`config.mk`:
```
export PLATFORM = sky130hd
export DESIGN_NAME = cache_way_ctrl
export DESIGN_NICKNAME = d
export VERILOG_FILES = /design/src/rtl/cache_ctrl_pkg.sv /design/src/rtl/cache_first_invalid_way.sv /design/src/rtl/cache_way_ctrl.sv
export SDC_FILE = /design/constraint.sdc
export NUM_CORES = 1
export LEC_CHECK = 0
export ABC_CLOCK_PERIOD_IN_PS = 2210
export BUFFER_PORTS_ARGS = -buffer_cell sky130_fd_sc_hd__buf_2
export CORE_ASPECT_RATIO = 1.5
export CORE_UTILIZATION = 26
export DETAILED_ROUTE_END_ITERATION = 8
export RECOVER_POWER = 50
export SYNTH_ARGS = -nofsm -noshare
export SYNTH_HDL_FRONTEND = slang
export SYNTH_HIERARCHICAL = 1
export SYNTH_SLANG_ARGS = --single-unit
```
`constraint.sdc`:
```
create_clock -name main_clk -period 2.21 [get_ports main_clk]
set_clock_uncertainty 0.15 [all_clocks]
set_input_delay 0.5525 -clock main_clk [delete_from_list [all_inputs] [get_ports main_clk]]
set_output_delay 0.5525 -clock main_clk [all_outputs]
set_load 0.01 [all_outputs]
```
`src/rtl/cache_ctrl_pkg.sv`:
```
// Shared constants and FSM encoding for the 4-way cache way-management controller.
package cache_ctrl_pkg;

  localparam int SET_W = 11;
  localparam int WAY_W = 2;
  localparam int WAYS  = 4;

  typedef enum logic [2:0] {
    ST_IDLE   = 3'd0,
    ST_LRU_RD = 3'd1,
    ST_VICTIM = 3'd2,
    ST_EVICT  = 3'd3,
    ST_FILL   = 3'd4,
    ST_UPDATE = 3'd5,
    ST_DONE   = 3'd6
  } state_e;

endpackage

```
`src/rtl/cache_first_invalid_way.sv`:
```
// Priority encoder: lowest-index way whose valid bit is clear, plus a flag
// telling whether any such way exists.
module cache_first_invalid_way
  import cache_ctrl_pkg::*;
(
  input  logic [WAYS-1:0]  valid_mask,
  output logic [WAY_W-1:0] first_invalid,
  output logic             any_invalid
);

  // Scanning downward lets the lowest invalid index overwrite higher ones.
  always_comb begin
    first_invalid = '0;
    for (int i = WAYS - 1; i >= 0; i--) begin
      if (!valid_mask[i]) first_invalid = WAY_W'(i);
    end
  end

  assign any_invalid = ~&valid_mask;

endmodule

```
`src/rtl/cache_way_ctrl.sv`:
```
// Per-access way controller: picks a victim on miss, sequences write-back and
// fill toward memory, updates cache_LRU with the way used, then signals done.
module cache_way_ctrl
  import cache_ctrl_pkg::*;
#(
  parameter int SET_W = cache_ctrl_pkg::SET_W,
  parameter int WAYS  = cache_ctrl_pkg::WAYS
) (
  input  logic             main_clk,
  input  logic             main_reset,
  input  logic             req_valid,
  output logic             req_ready,
  input  logic [SET_W-1:0] req_set,
  input  logic             req_hit,
  input  logic [WAY_W-1:0] req_hit_way,
  input  logic [WAYS-1:0]  req_valid_mask,
  input  logic [WAYS-1:0]  req_dirty_mask,
  output logic [SET_W-1:0] lru_addr,
  output logic [WAY_W-1:0] lru_used_index,
  output logic             lru_enable_write,
  input  logic [WAY_W-1:0] lru_least_used_index,
  output logic             evict_valid,
  input  logic             evict_ready,
  output logic [SET_W-1:0] evict_set,
  output logic [WAY_W-1:0] evict_way,
  output logic             fill_valid,
  input  logic             fill_ready,
  output logic [SET_W-1:0] fill_set,
  output logic [WAY_W-1:0] fill_way,
  output logic             done_valid,
  output logic [WAY_W-1:0] done_way
);

  state_e state_q, state_d;

  logic [WAYS-1:0]  valid_mask_q, valid_mask_d;
  logic [WAYS-1:0]  dirty_mask_q, dirty_mask_d;
  logic [WAY_W-1:0] way_q, way_d;

  logic [SET_W-1:0] lru_addr_q, lru_addr_d;
  logic [WAY_W-1:0] lru_used_index_q, lru_used_index_d;
  logic             lru_enable_write_q, lru_enable_write_d;
  logic             evict_valid_q, evict_valid_d;
  logic [SET_W-1:0] evict_set_q, evict_set_d;
  logic [WAY_W-1:0] evict_way_q, evict_way_d;
  logic             fill_valid_q, fill_valid_d;
  logic [SET_W-1:0] fill_set_q, fill_set_d;
  logic [WAY_W-1:0] fill_way_q, fill_way_d;
  logic             done_valid_q, done_valid_d;
  logic [WAY_W-1:0] done_way_q, done_way_d;

  logic             accept;
  logic [WAY_W-1:0] first_invalid;
  logic             any_invalid;
  logic [WAY_W-1:0] victim_way;
  logic             victim_dirty;

  cache_first_invalid_way u_first_invalid (
    .valid_mask    (valid_mask_q),
    .first_invalid (first_invalid),
    .any_invalid   (any_invalid)
  );

  assign accept       = (state_q == ST_IDLE) && req_valid;
  // An invalid way is always preferred; the LRU answer only matters for a full set.
  assign victim_way   = any_invalid ? first_invalid : lru_least_used_index;
  assign victim_dirty = dirty_mask_q[victim_way] && valid_mask_q[victim_way];

  always_ff @(posedge main_clk) begin
    if (main_reset) begin
      state_q            <= ST_IDLE;
      valid_mask_q       <= '0;
      dirty_mask_q       <= '0;
      way_q              <= '0;
      lru_addr_q         <= '0;
      lru_used_index_q   <= '0;
      lru_enable_write_q <= 1'b0;
      evict_valid_q      <= 1'b0;
      evict_set_q        <= '0;
      evict_way_q        <= '0;
      fill_valid_q       <= 1'b0;
      fill_set_q         <= '0;
      fill_way_q         <= '0;
      done_valid_q       <= 1'b0;
      done_way_q         <= '0;
    end else begin
      state_q            <= state_d;
      valid_mask_q       <= valid_mask_d;
      dirty_mask_q       <= dirty_mask_d;
      way_q              <= way_d;
      lru_addr_q         <= lru_addr_d;
      lru_used_index_q   <= lru_used_index_d;
      lru_enable_write_q <= lru_enable_write_d;
      evict_valid_q      <= evict_valid_d;
      evict_set_q        <= evict_set_d;
      evict_way_q        <= evict_way_d;
      fill_valid_q       <= fill_valid_d;
      fill_set_q         <= fill_set_d;
      fill_way_q         <= fill_way_d;
      done_valid_q       <= done_valid_d;
      done_way_q         <= done_way_d;
    end
  end

  always_comb begin
    state_d = state_q;
    case (state_q)
      ST_IDLE:   if (req_valid) state_d = req_hit ? ST_UPDATE : ST_LRU_RD;
      ST_LRU_RD: state_d = ST_VICTIM;
      ST_VICTIM: state_d = victim_dirty ? ST_EVICT : ST_FILL;
      ST_EVICT:  if (evict_ready) state_d = ST_FILL;
      ST_FILL:   if (fill_ready) state_d = ST_UPDATE;
      ST_UPDATE: state_d = ST_DONE;
      ST_DONE:   state_d = ST_IDLE;
      default:   state_d = ST_IDLE;
    endcase
  end

  // Outputs are registered decodes of the next state, so each strobe lines up
  // with the cycle its state is occupied; payloads load on entry and then hold.
  always_comb begin
    valid_mask_d     = valid_mask_q;
    dirty_mask_d     = dirty_mask_q;
    way_d            = way_q;
    lru_addr_d       = lru_addr_q;
    lru_used_index_d = lru_used_index_q;
    evict_set_d      = evict_set_q;
    evict_way_d      = evict_way_q;
    fill_set_d       = fill_set_q;
    fill_way_d       = fill_way_q;
    done_way_d       = done_way_q;

    if (accept) begin
      lru_addr_d   = req_set;
      valid_mask_d = req_valid_mask;
      dirty_mask_d = req_dirty_mask;
      way_d        = req_hit_way;
    end
    if (state_q == ST_VICTIM) way_d = victim_way;

    lru_enable_write_d = (state_d == ST_UPDATE);
    evict_valid_d      = (state_d == ST_EVICT);
    fill_valid_d       = (state_d == ST_FILL);
    done_valid_d       = (state_d == ST_DONE);

    if (state_d == ST_UPDATE) lru_used_index_d = way_d;
    if (state_d == ST_EVICT) begin
      evict_set_d = lru_addr_q;
      evict_way_d = way_d;
    end
    if (state_d == ST_FILL) begin
      fill_set_d = lru_addr_q;
      fill_way_d = way_d;
    end
    if (state_d == ST_DONE) done_way_d = way_d;
  end

  assign req_ready        = (state_q == ST_IDLE);
  assign lru_addr         = lru_addr_q;
  assign lru_used_index   = lru_used_index_q;
  assign lru_enable_write = lru_enable_write_q;
  assign evict_valid      = evict_valid_q;
  assign evict_set        = evict_set_q;
  assign evict_way        = evict_way_q;
  assign fill_valid       = fill_valid_q;
  assign fill_set         = fill_set_q;
  assign fill_way         = fill_way_q;
  assign done_valid       = done_valid_q;
  assign done_way         = done_way_q;

endmodule

```
# Word level (Yosys, flattened, before mapping)
# Index checks and enable logic that the tools add are counted.
[word_totals]
reg_bits = 58
out_inout_bits = 46
input_bits = 29
elab_cells = 46
[classes]
mux = 17
n_reduce_logical = 4
n_eq_ne = 9
n_lt_le_gt_ge = 1
[ops]
columns = ["operator", "count"]
rows = [
  ["3-bit one-hot mux with 6 select lines", 1],
  ["3-bit equality test, second input constant", 5],
  ["3-bit two-way mux", 5],
  ["2-bit two-way mux", 7],
  ["3-bit by 2-bit equality test with 1-bit output, second input constant", 3],
  ["1-bit binary-select mux with 2-bit select", 2],
  ["4-bit AND reduction", 1],
  ["3-bit by 1-bit equality test with 1-bit output, second input constant", 1],
  ["3-bit logical NOT", 1],
  ["2-bit by 3-bit < comparator with 1-bit output, second input constant", 1],
  ["1-bit logical AND", 2],
  ["1-bit two-way mux", 2],
]

# Logic depth before layout (Yosys ltp)
[depth]
ltp_word = 11
ltp_mapped = 9
mapped_depth_nobuf = 7

# Cells and area by module
# The synthesis kept the hierarchy.
[by_module_without_submodules]
columns = ["mod", "area_each_um2", "cells_per_inst", "seq_area_each_um2", "n_inst"]
rows = [
  ["cache_way_ctrl", 2364.8, 252, 1161.1, 1],
  ["cache_first_invalid_way", 28.8, 5, 0.0, 1],
]

# Worst setup path after synthesis
# No wires, ideal clock.
[synth_timing]
path_kind = "flip-flop to flip-flop"
start = "register valid_mask_q[2]"
end = "register fill_set_q[0] (netlist: fill_set[0])"
path_buffers = 1
period_less_slack_ps = 2091
slack_ps = 119
required_time_ps = 1988
setup_ps = 72
path_stages_with_launch = 8
arrival_time_ps = 1870
cell_sequence = "dfxtp_1 > nand4_1 > mux2i_2 > mux2i_1 > a221o_1 > a21oi_4 > buf_8 > mux2i_1"
[synth_between]
elab_chain_len = 10
word_cells_on_any_way = 13
cone_classes = "eq/ne (1); mux (10); reduce/logical (2)"
[synth_rtl]
columns = ["item", "line", "rtl"]
rows = [
  ["start: declaration", "cache_way_ctrl.sv:36", "logic [WAYS-1:0] valid_mask_q, valid_mask_d;"],
  ["start signal: assignment", "cache_way_ctrl.sv:88", "valid_mask_q <= valid_mask_d;"],
  ["2-bit two-way mux (3 in a row)", "cache_first_invalid_way.sv:15", "if (!valid_mask[i]) first_invalid = WAY_W'(i);"],
  ["2-bit two-way mux", "cache_way_ctrl.sv:66", "assign victim_way = any_invalid ? first_invalid : lru_least_used_index;"],
  ["1-bit binary-select mux with 2-bit select", "cache_way_ctrl.sv:67", "assign victim_dirty = dirty_mask_q[victim_way] && valid_mask_q[victim_way];"],
  ["1-bit two-way mux (not written as such)", "cache_way_ctrl.sv:67", ""],
  ["1-bit logical AND *", "cache_way_ctrl.sv:67", ""],
  ["3-bit two-way mux *", "cache_way_ctrl.sv:110", "ST_VICTIM: state_d = victim_dirty ? ST_EVICT : ST_FILL;"],
  ["3-bit one-hot mux with 6 select lines *", "cache_way_ctrl.sv:107", "case (state_q)"],
  ["3-bit equality test *", "cache_way_ctrl.sv:151", "if (state_d == ST_FILL) begin"],
  ["end signal: assignment", "cache_way_ctrl.sv:98", "fill_set_q <= fill_set_d;"],
  ["end: declaration", "cache_way_ctrl.sv:47", "logic [SET_W-1:0] fill_set_q, fill_set_d;"],
]
# Mark *: on every way between the ends. The rest lies on a longest branch, timed or not. The select of a mux whose other input is x is not followed.
# A chain may end at the register's enable or synchronous reset.

# Worst setup path after layout
[layout_timing]
start = "register valid_mask_q[1]"
end = "register fill_set_q[6] (netlist: fill_set[6])"
[layout_between]
elab_chain_len = 9
word_cells_on_any_way = 12
cone_classes = "eq/ne (1); mux (9); reduce/logical (2)"
[layout_rtl]
columns = ["item", "line"]
rows = [
  ["2-bit two-way mux (2 in a row)", "cache_first_invalid_way.sv:15"],
  ["2-bit two-way mux", "cache_way_ctrl.sv:66"],
  ["1-bit binary-select mux with 2-bit select", "cache_way_ctrl.sv:67"],
  ["1-bit two-way mux (not written as such)", "cache_way_ctrl.sv:67"],
  ["1-bit logical AND *", "cache_way_ctrl.sv:67"],
  ["3-bit two-way mux *", "cache_way_ctrl.sv:110"],
  ["3-bit one-hot mux with 6 select lines *", "cache_way_ctrl.sv:107"],
  ["3-bit equality test *", "cache_way_ctrl.sv:151"],
]
# Marked as above.

==> results.md <==
* Area Growth Syn to Fin at 36.2%
* Leakage at 0.00136 uW
* Status: complete, no violations
* Non-Filler Instances at 456
* Worst Setup Start Kind: flop
* Routed Antenna Nets at 0
* Final core occ at 0.367
* First-pass GRT wire length at 9270 microns
* Hold crit path type: flop to flop
* Vias per cell at 4.30
* Worst-Margin Slew at 0.475 ns
* Synth Instances at 257
* Port bufs at 74
* CP Max Fanout at 13
* Pin count of the biggest net entering global routing at 20
* Clk sink count at 58
* Synth Warn # at 6
* Die area at 0.00960 sq mm
* Filler cells at 923
* Min cycle time layout at 2.12 ns
* Unique masters post-synth at 34
* First-pass iteration count of the detailed router at 4
* CP Class: flop to flop
* Die width at 80.3 microns
* Post-Route WL at 5830 microns
* Period utilization at 0.960
* Post-DR wirelength/cell at 12.8 microns
* Final Cell Area at 0.00326 sq mm
* DRT iter0 DRCs at 90
* M1 GR Usage at 0.150
* Most frequent CP cell: mux2i_1
* Hold Buf Count CTS at 0
* Core area at 0.00888 sq mm
* Longest Clk Path Bufs at 2
* Synth area leaders: dfxtp_1 (49%), mux2i_1 (14%), nand2b_1 (11%), nand2_1 (7.8%), a21oi_1 (4.6%)
* CP bufs+invs at 1
* Worst slack, placed at -0.0235 ns
* N_diodes at 0
* Unrepaired setup endpoints after global routing: true
* Clock slew seen by the registers of the worst setup and hold paths at 0.05 ns
* Synth cell count leaders: dfxtp_1 (58), nand2_1 (50), nand2b_1 (41), mux2i_1 (34), a21oi_1 (22)
* Starting Density at 0.270
* Worst EP arrival at 2.22 ns
* Placed insts at 438
* Finish-stage setup viols at 0
* CP endpoint kind: flop
* Sequential-to-total area share from yosys stat at 0.485
* Grt peak-use layer: met2
* Share of cells above drive strength 1 at 0.211
* CP peak stage delay at 0.40 ns
* Global routing met2 resource utilization at 0.204
* Synth top area share at 0.485
* Headroom to the max-slew limit at 0.682
* Max Cap Viol at 0
* Vias in the first global route at 1952
* Via count at 1960
* TritonCTS clock tree: built
* Later-pin clock latency in the skew report at 0.32 ns
* H-tree levels at 3
* Post-Syn Area at 0.00239 sq mm
* Global Route Usage Sum at 0.130
* Power Density at 959 mW/mm^2
* Maximum clock rate at 0.471 GHz
* Die height at 120 microns
* M3 GR Usage at 0.0388
* Worst EP required at 2.31 ns
* GRT overflow at 0
* Slowest library cell on the worst path: a221o_1
* Fin Setup TNS at 0 ns
* Worst vdd ir at 0.000446 V
* CP Cell Sequence: nand4_1, mux2i_1, nor2_2, a221o_1, a21oi_4, buf_12, mux2i_1
* Final Worst Setup Slack at 0.0880 ns
* Ports at 75
* CTS root buffer: clkbuf_16
* Top_reg_cell synth: dfxtp_1
* Num CTS Buffers at 9
* EDFF count, synth at 0
* Post-synth top area cell: dfxtp_1
* Final #Nets at 370
* Number of synthesized register bits at 58
* Async SR Flop Fraction at 0
* Synth Area per Inst at 9.31 sq um
* Placed cell area at 0.00293 sq mm
* Mapped Nets at 286
* Antenna violations before repair at 0
* Crit path max-delay family: compound AO/OA/AOI/OAI gates
* # rows at 42
* Count leader, synth: dfxtp_1
* Post-route DRC at 0
* Pins over their slew limit at 0
* Routability congestion estimate at 0.834
* Final hold violations at 0
* HPWL Detailed at 4350 microns
[kinds of logic after synthesis]
group                  share of synthesized area
AO/OA/AOI/OAI                             0.0904
flip-flops                                 0.485
AND/OR/NAND/NOR                            0.228
multiplexers                               0.154
buffers and inverters                     0.0418
[placed cells by master, fill, tap and decap left out, types with 3 or more instances in the layout]
cell / Yosys / routed
mux2i_1: 34 / 32
buf_4: 0 / 12
nand2b_1: 41 / 41
clkbuf_1: 9 / 43
dfxtp_1: 58 / 54
clkbuf_16: 0 / 9
nand2_1: 50 / 50
mux2i_2: 1 / 3
buf_2: 2 / 31
dfxtp_2: 0 / 4
a21oi_1: 22 / 22
bufinv_16: 0 / 3
nor2_1: 8 / 8
inv_1: 4 / 4
[state kept, by name (all words and copies together), names as in the netlist]
signal,count
fill_way,2
lru_used_index,2
done_way,2
evict_set,11
way_q,2
lru_addr,11
fill_valid,1
lru_enable_write,1
valid_mask_q,4
evict_way,2
state_q,3
dirty_mask_q,4
evict_valid,1
fill_set,11
done_valid,1
[worst paths after layout]
check | from | end | slack (ns) | cells after the start
setup / recovery | valid_mask_q[1] | fill_set[6] | 0.09 | 7
hold reg to reg | dirty_mask_q[1] | dirty_mask_q[1] | 0.31 | 2
setup reg to reg | valid_mask_q[1] | fill_set[6] | 0.09 | 7
hold / removal | dirty_mask_q[1] | dirty_mask_q[1] | 0.31 | 2
[worst register-to-register path, stage by stage, from the launching register on]
cell and delay, ns:
dfxtp_2 0.36, nand4_1 0.17, mux2i_1 0.35, nor2_2 0.09, a221o_1 0.40, a21oi_4 0.15, buf_12 0.17, mux2i_1 0.20
[per-stage QoR]
step	hold slack [ns]	total power [uW]
final	0.307	3120
after global routing	0.313	3260
after CTS	0.301	3170
after detailed placement	0.306	1530
after global placement	0.299	1530
after floorplan	0.287	1390
[cell type report]
cell class              instances  area [sq um]  share of cell area
clock buffers                  11           253              0.0775
repair buffers                 88           447               0.137
inverters                       4          15.0             0.00461
multi-input cells             180          1140               0.350
flip-flops and latches         58          1170               0.358
clock inverters                 5           100              0.0307
well taps                     110           138              0.0422
[power breakdown]
group	internal [uW]	switching [uW]	total [uW]
clock	1160	461	1620
sequential	1110	45.8	1150
combinational	163	193	356
total	2420	700	3120
[per-layer routing]
layer / up-vias / wire (microns)
met5: - / 0
met4: 0 / 164
met3: 10 / 262
met2: 41 / 2810
met1: 890 / 2590
li1: 1019 / -
[timing repair]
action | in CTS | in global routing
setup buffers | 0 | 2
gates resized for setup | 0 | 7
setup endpoints to repair | 0 | 27
(Power assumes the default switching activity.)
